<file path="src/rtl/regfile_sb.sv">
// Multi-read, dual-write architectural register file with a per-register busy
// scoreboard that produces RAW/WAW stall indications for decode.
module regfile_sb #(
    parameter int XLEN     = 32,
    parameter int NREG     = 32,
    parameter int NRD      = 2,
    parameter int ZERO_REG = 1,
    parameter int BYPASS   = 1,
    localparam int AW      = $clog2(NREG)
) (
    input  logic                clk,
    input  logic                rst,
    input  logic                we0,
    input  logic [AW-1:0]       wa0,
    input  logic [XLEN-1:0]     wd0,
    input  logic                we1,
    input  logic [AW-1:0]       wa1,
    input  logic [XLEN-1:0]     wd1,
    input  logic [NRD*AW-1:0]   ra,
    input  logic [NRD-1:0]      ra_used,
    output logic [NRD*XLEN-1:0] rd,
    input  logic                issue_valid,
    input  logic [AW-1:0]       issue_rd,
    output logic [NREG-1:0]     busy_vec,
    output logic                raw_hazard,
    output logic                waw_hazard
);

    localparam bit HAS_ZERO = (ZERO_REG != 0);
    localparam bit HAS_BYP  = (BYPASS != 0);

    logic [XLEN-1:0] mem [NREG];
    logic [NREG-1:0] busy;
    logic [NREG-1:0] busy_next;
    logic [NREG-1:0] eb;
    logic [NRD-1:0]  raw_port;

    logic wr0_ok;
    logic wr1_ok;
    logic iss_ok;

    assign wr0_ok = we0 && !(HAS_ZERO && wa0 == '0);
    assign wr1_ok = we1 && !(HAS_ZERO && wa1 == '0);
    assign iss_ok = issue_valid && !(HAS_ZERO && issue_rd == '0);

    // Port 1 is applied first so a same-address port 0 write overrides it.
    always_ff @(posedge clk) begin
        if (rst) begin
            for (int i = 0; i < NREG; i++) begin
                mem[i] <= '0;
            end
            busy <= '0;
        end else begin
            if (wr1_ok) begin
                mem[wa1] <= wd1;
            end
            if (wr0_ok) begin
                mem[wa0] <= wd0;
            end
            busy <= busy_next;
        end
    end

    // Set is applied after the clears so a newly issued producer wins.
    always_comb begin
        busy_next = busy;
        if (we0) begin
            busy_next[wa0] = 1'b0;
        end
        if (we1) begin
            busy_next[wa1] = 1'b0;
        end
        if (iss_ok) begin
            busy_next[issue_rd] = 1'b1;
        end
    end

    always_comb begin
        eb = '0;
        for (int i = 0; i < NREG; i++) begin
            eb[i] = busy[i] && !(HAS_BYP && ((we0 && wa0 == AW'(i)) ||
                                             (we1 && wa1 == AW'(i))));
        end
    end

    for (genvar k = 0; k < NRD; k++) begin : g_rd
        logic [AW-1:0] addr;
        logic          is_zero;

        assign addr    = ra[k*AW +: AW];
        assign is_zero = HAS_ZERO && addr == '0;

        assign rd[k*XLEN +: XLEN] = is_zero                         ? '0  :
                                    (HAS_BYP && we0 && wa0 == addr) ? wd0 :
                                    (HAS_BYP && we1 && wa1 == addr) ? wd1 :
                                                                      mem[addr];

        assign raw_port[k] = ra_used[k] && eb[addr] && !is_zero;
    end

    assign busy_vec   = busy;
    assign raw_hazard = |raw_port;
    assign waw_hazard = issue_valid && eb[issue_rd] && !(HAS_ZERO && issue_rd == '0);

endmodule

</file>
<file path="config.mk">
export PLATFORM = sky130hd
export DESIGN_NAME = regfile_sb
export DESIGN_NICKNAME = d
export VERILOG_FILES = /design/src/rtl/regfile_sb.sv
export SDC_FILE = /design/constraint.sdc
export NUM_CORES = 2
export LEC_CHECK = 0
export BUFFER_PORTS_ARGS = -buffer_cell sky130_fd_sc_hd__buf_2
export CORE_UTILIZATION = 35
export DETAILED_ROUTE_END_ITERATION = 6
export HOLD_SLACK_MARGIN = 0.03
export PLACE_DENSITY_LB_ADDON = 0.1
export SLEW_MARGIN = 10
export SYNTH_ARGS = -nofsm -noshare
export SYNTH_HDL_FRONTEND = slang
export SYNTH_SLANG_ARGS = --single-unit
</file>
<file path="constraint.sdc">
create_clock -name clk -period 7.8 [get_ports clk]
set_clock_uncertainty 0.15 [all_clocks]
set_input_delay 1.95 -clock clk [delete_from_list [all_inputs] [get_ports clk]]
set_output_delay 1.95 -clock clk [all_outputs]
set_load 0.1 [all_outputs]
</file>
==> impl_metrics.toml <==
[outcome]
outcome = "completed"

[clock_network]
clock_sinks = 1056
clk_path_buf_depth = 3
clk_pin_slew_ns = 0.06
root_buffer = "clkbuf_16"
cts_setup_buffers = 0
htreeDepth = 4
tritoncts = "built"
cts_resized = 0
cts_buffers = 130
cts_hold_buf = 0
clkLatencyLatePin_ns = 0.80

[setup_path]
start_kind = "input pin"
reg2reg_depth = 2
timing.rr.start = "busy_vec[16]"
rrSetupSlack_ns = 6.66
critPathRequiredTime_ns = 5.70
crit_slowest_cell = "nand3_4"
max_stage_delay_ns = 0.58
reg2reg_to = "busy_vec[16]"
path_class = "in2out"
critPathCaptureType = "output port"
crit_top_cell = "buf_4"
crit_chain = "buf_8 -> xor2_1 -> nor4_1 -> nand3_4 -> buf_4 -> a21oi_1 -> a22o_1 -> buf_4"
cp.arrival_ns = 5.04
critical_path_peak_fanout = 26

[global_route]
grt_usage_pct = 33.8
grt_first_pass_wirelength_mm = 409
grt-ovfl-total = 0
grt_max_degree = 85
antenna_found_initial = 32
grt_pass1_vias = 45382

[logic_synthesis]
avgSynthCellArea_um2 = 15.2
synth_flop_cell = "edfxtp_1"
yosys_register_bits = 1056
synth_cell_types = 65
synth-async-reset-ratio_pct = 0
syn_inst = 4073
yosysWarnings = 0
synth_edf_count = 1024
syn-cell-area_um2 = 61900
yosysSeqAreaShare_pct = 50.7

[power_and_ir_drop]
peakVddDrop_mv = 0.161
p_leak_uw = 0.0236
power_density_nw_per_um2 = 222
finalPower_uw = 15700

[floorplanning]
io_pins = 194
start_util_pct = 35.4
die_area_um2 = 178000
coreArea_um2 = 175000
rows = 153
die_h_um = 422
die_width_um = 422

[cells_and_area]
instances_no_fill = 6443
multi_input_area_um2 = 28700
nFillCells = 15820
mostFrequentLayoutCells = "a22o_1, edfxtp_1, mux4_2"
fin_nets = 4093
regArea_um2 = 31400
syn_to_final_growth_pct = 14.3
final_util_pct = 40.4
drive_gt1_share_pct = 33.8

[min_path]
min_path_cells = 2
hold_start = "busy_vec[17]"
hold_end = "busy_vec[17]"
hold_path_class = "reg2reg"

[route]
final_antenna_net_count = 0
drt_pass1_iterations = 7
drtIter0Drc = 7091
vias = 46327
wirelength_mm = 306
vias_per_cell = 7.19
wl_per_cell_um = 47.5
drc = 0

[sta]
period_minus_slack_ns = 7.14
setup_viol = 0
rsz0062_at_grt = "no"
timing.fmax_ghz = 0.140
tightest_slew_ns = 1.30
whs_ns = 0.449
relSlewSlack_pct = 12.6
final.period_utilization_pct = 91.6
fin_setup_tns_ns = 0
hold_viol_final = 0
final_max_slew_viol_count = 0

[placement]
dp_hpwl_mm = 176
dp_cells = 6189
portBuffers = 193
place_congestion = 0.864

[job]
cap_violations = 0
==> synth_stat cells (6+ instances only) <==
cell type	number	area share, %
nor3_1	23	0.19
buf_4	11	0.13
a21oi_1	67	0.54
edfxtp_1	1024	50
buf_1	78	0.47
o211ai_1	33	0.40
nor2_1	102	0.62
xor2_1	16	0.23
dfxtp_1	32	1.0
o221ai_1	46	0.65
nand3_1	10	0.081
clkbuf_1	463	2.8
a22o_1	1024	14
nand4b_1	6	0.085
nand2b_1	10	0.10
nand2_1	150	0.91
mux4_2	651	24
buf_2	122	0.99
inv_1	6	0.036
mux2i_1	74	1.2
o21ai_0	11	0.089
nor3_2	12	0.19
==> critical path, delay by kind of cell <==
kind            cells  cell delay (ns)
compound gates      2             0.72
simple gates        2             1.06
xor+xnor            1             0.16
buf+inv             3             1.06
==> metal layers <==
layer | up-vias | routed length [um] | GRT usage (%)
met5 | - | 51 | 0
met4 | 8 | 18100 | 17.9
met3 | 765 | 33000 | 8.77
met2 | 3356 | 134000 | 49.5
met1 | 25005 | 121000 | 45.9
li1 | 17193 | - | -
==> how the worst max path moves through the flow <==
| stage | endpoint | cells after the start | slack (ns) | from |
|---|---|---|---|---|
| after floorplan | waw_hazard | 9 | 0.95 | wa0[4] |
| after global placement | rd[1] | 8 | 0.64 | ra[1] |
| after detailed placement | rd[11] | 9 | 0.63 | ra[0] |
| after CTS | rd[11] | 9 | 0.63 | ra[0] |
| after global routing | rd[43] | 10 | 0.54 | ra[5] |
| final | rd[30] | 8 | 0.66 | ra[1] |
==> metrics by stage <==
stage               setup WS [ns]  cell area [um^2]
finish                      0.656             70700
detailed placement          0.631             66500
global route                0.545             70700
global placement            0.637             66400
CTS                         0.633             70600
floorplan                   0.948             62000
==> layout make-up <==
| type | count | area share (%) |
|---|---|---|
| Antenna cell | 18 | 0.0637 |
| Clock buffer | 160 | 4.88 |
| Clock inverter | 75 | 1.00 |
| Inverter | 8 | 0.0566 |
| Multi-Input combinational cell | 2365 | 40.6 |
| Sequential cell | 1056 | 44.4 |
| Tap cell | 2325 | 4.11 |
| Timing Repair Buffer | 436 | 4.85 |
==> state kept, by name, indices dropped and copies added (netlist names) <==
signal	flops
busy_vec	32
mem	1024
==> kinds of logic after synthesis <==
kind of cell              after synthesis  synth area share [%]
other                                   1               0.00606
buffers and inverters                 683                  4.47
muxes                                 728                  24.9
DFF                                  1056                  50.7
AOI/OAI and AO/OA                    1214                  16.6
and+or+nand+nor                       371                  2.92
xor gates and xnor gates               20                 0.283
==> report_power, final <==
group	leakage, uW	total [uW]	internal (uW)	switching (uW)
clock	0.00202	6100	3410	2690
sequential	0.0101	6730	6570	166
combinational	0.0115	2830	926	1910
Power figures use the tool's default switching activity.
